===== src/rtl/dram_arb_pkg.sv =====
// dram_arb_pkg: shared definitions for the DRAM port arbiter.
//   state_e                        : arbiter FSM states.
//   REQ_FETCH/REQ_LOAD/REQ_STORE   : requester indices on the req vectors.
package dram_arb_pkg;

    typedef enum logic [1:0] {
        S_IDLE  = 2'd0,
        S_ISSUE = 2'd1,
        S_DRAIN = 2'd2,
        S_DONE  = 2'd3
    } state_e;

    localparam int REQ_FETCH = 0;
    localparam int REQ_LOAD  = 1;
    localparam int REQ_STORE = 2;

endpackage


===== src/rtl/rr_arbiter.sv =====
// rr_arbiter: combinational round-robin picker.
//   req [N]  : request vector.
//   ptr      : index that has highest priority this round.
//   gnt [N]  : one-hot winner (all zero when nothing requests).
//   idx      : winner index (0 when nothing requests).
// The pointer register lives in the caller.
module rr_arbiter #(
    parameter int N  = 3,
    parameter int IW = 2
) (
    input  logic [N-1:0]  req,
    input  logic [IW-1:0] ptr,
    output logic [N-1:0]  gnt,
    output logic [IW-1:0] idx
);

    logic [IW-1:0] pos;

    always_comb begin
        gnt = '0;
        idx = '0;
        pos = '0;
        // Walk from the farthest offset back to ptr; the nearest requester
        // is the last one written and therefore wins.
        for (int i = N - 1; i >= 0; i--) begin
            pos = IW'((int'(ptr) + i) % N);
            if (req[pos]) begin
                gnt      = '0;
                gnt[pos] = 1'b1;
                idx      = pos;
            end
        end
    end

endmodule


===== src/rtl/dram_arbiter.sv =====
// dram_arbiter: shares one byte-wide DRAM port between fetch (0), load (1)
// and store (2). Whole bursts are arbitrated; one beat per cycle is issued.
//   clk, rst           : clock, asynchronous active-high reset.
//   req/req_we/req_addr/req_len/req_wdata : per-requester burst request.
//   gnt, wr_ready, xfer_done               : per-requester handshake.
//   rd_valid, rd_data  : read beat return to the owner.
//   busy               : arbiter not idle.
//   mem_en/mem_we/mem_addr/mem_wdata/mem_rdata : DRAM port.
// Build option: DRAM_ARB_FETCH_PRIO_EN gives fetch absolute priority; the
// remaining requesters rotate among themselves.
module dram_arbiter
    import dram_arb_pkg::*;
#(
    parameter int NUM_REQ    = 3,
    parameter int ADDR_WIDTH = 24,
    parameter int DATA_WIDTH = 8,
    parameter int LEN_WIDTH  = 20
) (
    input  logic                                 clk,
    input  logic                                 rst,
    input  logic [NUM_REQ-1:0]                   req,
    input  logic [NUM_REQ-1:0]                   req_we,
    input  logic [NUM_REQ-1:0][ADDR_WIDTH-1:0]   req_addr,
    input  logic [NUM_REQ-1:0][LEN_WIDTH-1:0]    req_len,
    input  logic [NUM_REQ-1:0][DATA_WIDTH-1:0]   req_wdata,
    output logic [NUM_REQ-1:0]                   gnt,
    output logic [NUM_REQ-1:0]                   wr_ready,
    output logic                                 rd_valid,
    output logic [DATA_WIDTH-1:0]                rd_data,
    output logic [NUM_REQ-1:0]                   xfer_done,
    output logic                                 busy,
    output logic                                 mem_en,
    output logic                                 mem_we,
    output logic [ADDR_WIDTH-1:0]                mem_addr,
    output logic [DATA_WIDTH-1:0]                mem_wdata,
    input  logic [DATA_WIDTH-1:0]                mem_rdata
);

    localparam int IW = (NUM_REQ > 1) ? $clog2(NUM_REQ) : 1;

    state_e                 state;
    logic [IW-1:0]          rr_ptr, owner, next_ptr;
    logic                   cur_we, rd_vld;
    logic [ADDR_WIDTH-1:0]  addr;
    logic [LEN_WIDTH-1:0]   cnt;
    logic [NUM_REQ-1:0]     arb_req, rr_gnt, win_gnt;
    logic [IW-1:0]          rr_idx, win_idx;

    always_comb begin
        arb_req = req;
`ifdef DRAM_ARB_FETCH_PRIO_EN
        arb_req[REQ_FETCH] = 1'b0;
`endif
    end

    rr_arbiter #(.N(NUM_REQ), .IW(IW)) u_rr (
        .req (arb_req),
        .ptr (rr_ptr),
        .gnt (rr_gnt),
        .idx (rr_idx)
    );

    always_comb begin
        win_gnt = rr_gnt;
        win_idx = rr_idx;
`ifdef DRAM_ARB_FETCH_PRIO_EN
        if (req[REQ_FETCH]) begin
            win_gnt            = '0;
            win_gnt[REQ_FETCH] = 1'b1;
            win_idx            = IW'(REQ_FETCH);
        end
`endif
    end

    always_comb begin
        next_ptr = (owner == IW'(NUM_REQ - 1)) ? '0 : owner + IW'(1);
`ifdef DRAM_ARB_FETCH_PRIO_EN
        // Fetch never takes part in the rotation.
        if (next_ptr == IW'(REQ_FETCH)) next_ptr = IW'(REQ_FETCH + 1);
`endif
    end

    always_ff @(posedge clk or posedge rst) begin
        if (rst) begin
            state  <= S_IDLE;
            gnt    <= '0;
            owner  <= '0;
            rr_ptr <= '0;
            cur_we <= 1'b0;
            addr   <= '0;
            cnt    <= '0;
            rd_vld <= 1'b0;
        end else begin
            rd_vld <= mem_en & ~mem_we;
            case (state)
                S_IDLE: if (|req) begin
                    gnt    <= win_gnt;
                    owner  <= win_idx;
                    cur_we <= req_we[win_idx];
                    addr   <= req_addr[win_idx];
                    cnt    <= req_len[win_idx];
                    // A zero-length burst idles one cycle in S_DRAIN so its
                    // completion lands two cycles after the request.
                    state  <= (req_len[win_idx] == '0) ? S_DRAIN : S_ISSUE;
                end
                S_ISSUE: begin
                    addr <= addr + ADDR_WIDTH'(1);
                    cnt  <= cnt - LEN_WIDTH'(1);
                    if (cnt == LEN_WIDTH'(1)) state <= cur_we ? S_DONE : S_DRAIN;
                end
                S_DRAIN: state <= S_DONE;
                S_DONE: begin
                    rr_ptr <= next_ptr;
                    gnt    <= '0;
                    state  <= S_IDLE;
                end
                default: state <= S_IDLE;
            endcase
        end
    end

    always_comb begin
        mem_en    = (state == S_ISSUE);
        mem_we    = mem_en & cur_we;
        mem_addr  = mem_en ? addr : '0;
        mem_wdata = mem_we ? req_wdata[owner] : '0;
        wr_ready  = mem_we ? gnt : '0;
        xfer_done = (state == S_DONE) ? gnt : '0;
        busy      = (state != S_IDLE);
        rd_valid  = rd_vld;
        rd_data   = rd_vld ? mem_rdata : '0;
    end

endmodule


===== config.mk =====
export PLATFORM = sky130hd
export DESIGN_NAME = dram_arbiter
export DESIGN_NICKNAME = d
export VERILOG_FILES = /design/src/rtl/dram_arb_pkg.sv /design/src/rtl/rr_arbiter.sv /design/src/rtl/dram_arbiter.sv
export SDC_FILE = /design/constraint.sdc
export NUM_CORES = 1
export LEC_CHECK = 0
export BUFFER_PORTS_ARGS = -buffer_cell sky130_fd_sc_hd__buf_2
export CAP_MARGIN = 20
export CORE_MARGIN = 10
export CORE_UTILIZATION = 50
export CTS_CLUSTER_DIAMETER = 50
export DETAILED_ROUTE_END_ITERATION = 16
export PLACE_DENSITY = 0.91
export SYNTH_ARGS = -nofsm -noshare
export SYNTH_HDL_FRONTEND = slang
export SYNTH_SLANG_ARGS = --single-unit
export TNS_END_PERCENT = 100

===== constraint.sdc =====
create_clock -name clk -period 4 [get_ports clk]
set_input_delay 1 -clock clk [delete_from_list [all_inputs] [get_ports clk]]
set_output_delay 1 -clock clk [all_outputs]
set_load 0.05 [all_outputs]

# ---- After elaboration in Yosys (flattened, before gate mapping)
# Cells that the tools add are included.
dict set report classes {
  n_reduce_logical 13
  div_mod_pow 3
  add_sub_neg 5
  n_bitwise 3
  n_lt_le_gt_ge 8
  mux 43
  eq_ne 7
}
# operator count
set op_table {}
lappend op_table {{2-to-1 mux 24 bit} 3}
lappend op_table {{modulo 32 x 3 -> 32 bit, second input constant} 2}
lappend op_table {{binary-select mux 24 bit (select 2 bit)} 1}
lappend op_table {{case mux 24 bit (2 select lines)} 1}
lappend op_table {{binary-select mux 20 bit (select 2 bit)} 1}
lappend op_table {{2-to-1 mux 20 bit} 2}
lappend op_table {{case mux 20 bit (2 select lines)} 1}
lappend op_table {{modulo 3 x 3 -> 32 bit, second input constant} 1}
lappend op_table {{adder 24 x 1 -> 24 bit, second input constant} 1}
lappend op_table {{2-to-1 mux 8 bit} 3}
lappend op_table {{equality test 20 x 1 -> 1 bit, second input constant} 1}
lappend op_table {{zero test 20 bit} 1}
lappend op_table {{subtractor 20 x 1 -> 20 bit, second input constant} 1}
lappend op_table {{2-to-1 mux 3 bit} 6}
lappend op_table {{binary-select mux 8 bit (select 2 bit)} 1}
lappend op_table {{< comparator 2 x 3 -> 1 bit, second input constant} 5}
lappend op_table {{2-to-1 mux 2 bit} 7}
lappend op_table {{binary-select mux 1 bit (select 2 bit)} 4}
lappend op_table {{2-to-1 mux 1 bit} 8}
lappend op_table {{case mux 2 bit (4 select lines)} 1}
lappend op_table {{AND reduction 2 bit} 4}
lappend op_table {{demux 1 bit (select 2 bit)} 3}
lappend op_table {{equality test 2 bit, second input constant} 3}
lappend op_table {{>= comparator 2 x 1 -> 1 bit, second input constant} 3}
lappend op_table {{other kinds (13)} 18}
dict set report totals {
  output_inout_bits 53
  in_bits 172
  register_bits 55
}

# ---- Depth between registers and ports, before layout
dict set report logic_depth {
  ltp_word 13
  ltp_mapped 12
}

# ---- Hierarchy
# A second synthesis with hierarchy kept.
dict set report unflattened {
  hier_cells 642
  hier_area_um2 5033.6
}
# mod n_inst cells_per_inst area_per_inst_um2 seq_area_each_um2
set modules_own_cells {}
lappend modules_own_cells {dram_arbiter 1 592 4677.0 1376.3}
lappend modules_own_cells {rr_arbiter 1 50 356.6 0.0}

# ---- Least setup slack after synthesis
# Ideal clock, no wire load.
dict set report synth_path {
  path_kind {flip-flop to output port}
  start {register state[1]}
  end {output mem_wdata[0]}
  arrival_time_ns 2.335
  path_stages_with_launch 7
  path_slack_ns 0.665
  path_cell_list {dfrtp_1 inv_1 ha_1 clkbuf_1 nand2_1 clkbuf_1 nor2_1}
}
dict set report synth_via {
  elab_chain_cells 3
}
# element line
set synth_rtl {}
lappend synth_rtl {{start, declared} dram_arbiter.sv:41} ;# state_e state;
lappend synth_rtl {{start signal, assigned} dram_arbiter.sv:104} ;# state <= (req_len[win_idx] == '0) ? S_DRAIN : S_ISSUE;
lappend synth_rtl {{start signal, assigned} dram_arbiter.sv:109} ;# if (cnt == LEN_WIDTH'(1)) state <= cur_we ? S_DONE : S_DRAIN;
lappend synth_rtl {{equality test 2 x 1 -> 1 bit} dram_arbiter.sv:123} ;# mem_en = (state == S_ISSUE);
lappend synth_rtl {{net mem_en} dram_arbiter.sv:32} ;# output logic mem_en,
lappend synth_rtl {{AND 1 bit} dram_arbiter.sv:124} ;# mem_we = mem_en & cur_we;
lappend synth_rtl {{2-to-1 mux 8 bit} dram_arbiter.sv:126} ;# mem_wdata = mem_we ? req_wdata[owner] : '0;
lappend synth_rtl {{end, declared} dram_arbiter.sv:35} ;# output logic [DATA_WIDTH-1:0] mem_wdata,
# The timed path passes the listed nets, and every way through them passes these cells.

# ---- Worst setup path after layout
dict set report layout_path {
  start {register rr_ptr[0]}
  end {register state[0]}
}
dict set report layout_via {
  elab_chain_cells 13
}
# element line
set layout_rtl {}
lappend layout_rtl {{start, declared} dram_arbiter.sv:42} ;# logic [IW-1:0] rr_ptr, owner, next_ptr;
lappend layout_rtl {{start signal, assigned} dram_arbiter.sv:113} ;# rr_ptr <= next_ptr;
lappend layout_rtl {{adder 2 x 2 -> 3 bit} rr_arbiter.sv:26} ;# pos = IW'((int'(ptr) + i) % N);
lappend layout_rtl {{modulo 32 x 3 -> 32 bit} rr_arbiter.sv:26}
lappend layout_rtl {{binary-select mux 1 bit (select 2 bit)} rr_arbiter.sv:27} ;# if (req[pos]) begin
lappend layout_rtl {{2-to-1 mux 1 bit (implied by the code)} rr_arbiter.sv:27}
lappend layout_rtl {{2-to-1 mux 2 bit (2 in a row)} rr_arbiter.sv:27}
lappend layout_rtl {{2-to-1 mux 2 bit (*)} rr_arbiter.sv:27}
lappend layout_rtl {{binary-select mux 20 bit (select 2 bit) (*)} dram_arbiter.sv:104}
lappend layout_rtl {{2-to-1 mux 20 bit (implied by the code) (*)} dram_arbiter.sv:104}
lappend layout_rtl {{zero test 20 bit (*)} dram_arbiter.sv:104}
lappend layout_rtl {{2-to-1 mux 2 bit (*)} dram_arbiter.sv:104}
lappend layout_rtl {{2-to-1 mux 2 bit (*)} dram_arbiter.sv:96} ;# S_IDLE: if (|req) begin
lappend layout_rtl {{case mux 2 bit (4 select lines) (*)} dram_arbiter.sv:95} ;# case (state)
# Mark *: on every way between the ends. The rest lies on a longest branch, timed or not. The select of a mux whose other input is x is not followed.
# A chain may end at the register's enable or synchronous reset.

==> flow_summary.ini <==
[timing]
slew_viol_final = 0
post-route-min-period_ps = 3040
setup-tns-final_ps = 0
skew_ps = 14.6
finalSetupViolations = 0
fin_crit_sh = 0.760
rsz0062_at_grt = no
worst_pin_slew_ps = 939
slew_headroom = 0.373
hold_viol_final = 0
fmax_mhz = 329

[finish]
seqCellArea_um2 = 1380
n_antenna_cell = 0
area_growth_syn_to_layout_pct = 24.8
final.fill_count = 932
drive_above_1_share = 0.316
multiInputGateArea_um2 = 3490
fin_nets = 1078

[setup_path]
arrival_ps = 3220
worst_ep_required_time_ps = 4180
worstPathMaxFanout = 29
cp-start-kind = flop
path_class = flop to flop
r2r-start = rr_ptr[0]
crit_path_end_kind = flop
reg2reg_to = state[0]
setup.worst_path.start = rr_ptr[0]
reg2reg_setup_slack_ps = 960
rr_worst_depth = 9

[power]
power_mw = 5.50
power.share.switching = 0.562
ir_worst_vdd_v = 0.000508
seqPwrFrac = 0.225
power.internal_mw = 2.41
power.net_switching_mw = 3.09
p_comb_frac = 0.715
clockPowerShare = 0.060
power.density_nw_per_um2 = 856
power.leakage_nw = 3.16

[placement]
port_buffers = 224
hpwl_mm = 14.4
place.gp.congestion = 1.02

[detailed_routing]
firstDrtPassIters = 5
wl_mm = 18.8
via_per_inst = 5.96
via_count = 6137
avgRoutedWirePerCell_um = 18.3
drtIter0Drc = 551
drc = 0
detail-route-antenna-nets = 0

[grt]
grt_pass1_wl_mm = 29.1
antenna_found_initial = 0
grt_overflow = 0
grt_pass1_vias = 5950
grt_max_degree = 64
grt_usage = 0.238

[clock_tree]
clock_latency_ps = 330
root_buffer = clkbuf_8
clkSinkCount = 55
cts_tree = done
postCtsSetupRepairBufs = 0
cts_max_level = 2
cts.path.max_buffers = 2
ctsHoldBuffers = 0
cts_buffers = 5
clk_pin_slew_ps = 100
ctsResizeCount = 0

[logic_synthesis]
synthTopCellsByArea = dfrtp_1, nand2_1, mux2i_1, nor2_1, a21oi_1
synth_cell_types = 63
ys.flop_type = dfrtp_1
async_flop_share = 1.00
ys_ff_latch = 55
yosys.area.top_type_share = 0.268
netlist_area_um2 = 5140
avgSynthCellArea_um2 = 7.33
synth_fp_nets = 885
synthCells = 702
yosys_warnings = 0
synth_largest_area_cell = dfrtp_1
yosysSeqAreaShare = 0.268
synth_edf_count = 0

[floorplan]
start_util = 0.519
floorplan.die_area_um2 = 14700
rows = 36
core_area_um2 = 9910
die-width_um = 121
die_y_um = 121
num_io_pins = 225

[hold_path]
hold_depth = 1
whs_endpoint = rd_valid
holdCritPathClass = flop to flop
holdCritStartpoint = cur_we

[run]
drv_cap = 0

[outcome]
outcome = finished, final reports clean
[layout by cell type (no fill, tap or decap), drive strengths merged, types with 4 or more instances in the layout]
cell / Yosys / layout
a21boi: 4 / 4
nor2: 68 / 68
o22ai: 4 / 4
nor3: 28 / 28
o21ai: 53 / 53
a31oi: 28 / 28
nand2: 122 / 122
dfrtp: 55 / 55
a21oi: 50 / 50
buf: 18 / 235
nand2b: 5 / 5
clkbuf: 31 / 5
and2: 34 / 34
nor4: 14 / 14
nor3b: 6 / 6
nand3: 25 / 25
a211o: 11 / 11
o221a: 19 / 19
and4: 6 / 6
nor2b: 4 / 4
inv: 18 / 18
ha: 11 / 11
nand4: 6 / 6
a31o: 5 / 5
mux2i: 30 / 30
and3: 6 / 6
[per-stage QoR]
step / hold slack [ps] / util / area, um2 / cells / worst slack (ps)
2_1_floorplan: 448 / - / 5140 / 702 / 665
3_3_place_gp: 472 / 0.638 / 6320 / 1021 / 814
3_5_place_dp: 487 / 0.638 / 6320 / 1021 / 772
4_1_cts: 512 / 0.648 / 6420 / 1029 / 1010
5_1_grt: 543 / 0.648 / 6420 / 1029 / 754
6_report: 513 / 0.648 / 6420 / 1029 / 958
[kinds of logic after synthesis]
kind of cell | after synthesis | share of synthesized area
buffers and inverters | 67 | 0.0596
adder cells (fa/ha/maj) | 11 | 0.0268
AND/OR/NAND/NOR | 335 | 0.321
flip-flops | 55 | 0.268
AO/OA/AOI/OAI | 203 | 0.265
multiplexers | 31 | 0.0606
[cell type report]
cell class              count  share of cell area
inverters                  18              0.0105
repair buffers            235               0.191
multi-input cells         580               0.543
well taps                 133              0.0259
clock buffers               5              0.0107
flip-flops and latches     55               0.214
clock inverters             3             0.00390
[flip-flops by register name, summed over array words and instances, names as in the netlist]
name      count
owner         2
state         2
cnt          20
rr_ptr        2
gnt           3
addr         24
cur_we        1
rd_valid      1
[Yosys cell counts, types with 3 or more instances]
cell type,count
a211o_1,11
a21boi_0,3
a21oi_1,50
a2bb2oi_1,3
a31o_1,3
a31oi_1,28
and2_1,34
and3_1,6
and4_1,6
buf_1,3
buf_2,8
buf_6,5
clkbuf_1,31
dfrtp_1,55
ha_1,11
inv_1,17
mux2i_1,30
nand2_1,121
nand2b_1,5
nand3_1,25
nand4_1,6
nand4b_1,3
nor2_1,67
nor2b_1,3
nor3_1,26
nor3b_2,4
nor4_1,13
o211ai_1,3
o21a_1,3
o21ai_0,49
o21ai_1,3
o221a_1,3
o221a_2,16
o22ai_1,4
o32a_1,3
or2_2,3
or4_1,3
[worst max-delay path by stage]
| stage | slack (ps) | end |
|---|---|---|
| after floorplan | 670 | mem_wdata[0] |
| after global placement | 810 | state[0] |
| after detailed placement | 770 | state[0] |
| after CTS | 1010 | state[0] |
| after global routing | 750 | state[0] |
| final | 960 | state[0] |
[layer usage]
metal / global-route usage / part of all wire
met1: 0.275 / 0.39
met2: 0.420 / 0.51
met3: 0.0465 / 0.076
met4: 0.0939 / 0.033
met5: 0 / 0
[power groups by stage]
stage / clock [mW] / combinational, mW / sequential, mW
after global routing: 0.353 / 4.26 / 1.29
after detailed placement: 0 / 3.89 / 1.23
after global placement: 0 / 3.80 / 1.22
after floorplan: 0 / 3.03 / 1.16
after CTS: 0.332 / 3.89 / 1.22
final: 0.330 / 3.93 / 1.23
[worst max-delay path, cell delays in order, from the launching register on]
cell and delay (ps):
dfrtp_1 390, inv_1 120, ha_1 440, and2_1 200, o22ai_1 130, or3b_4 460
nand2_2 490, a31oi_1 190, a221oi_2 330, a31oi_1 130
Note: power is estimated with default switching activity, not from simulation.
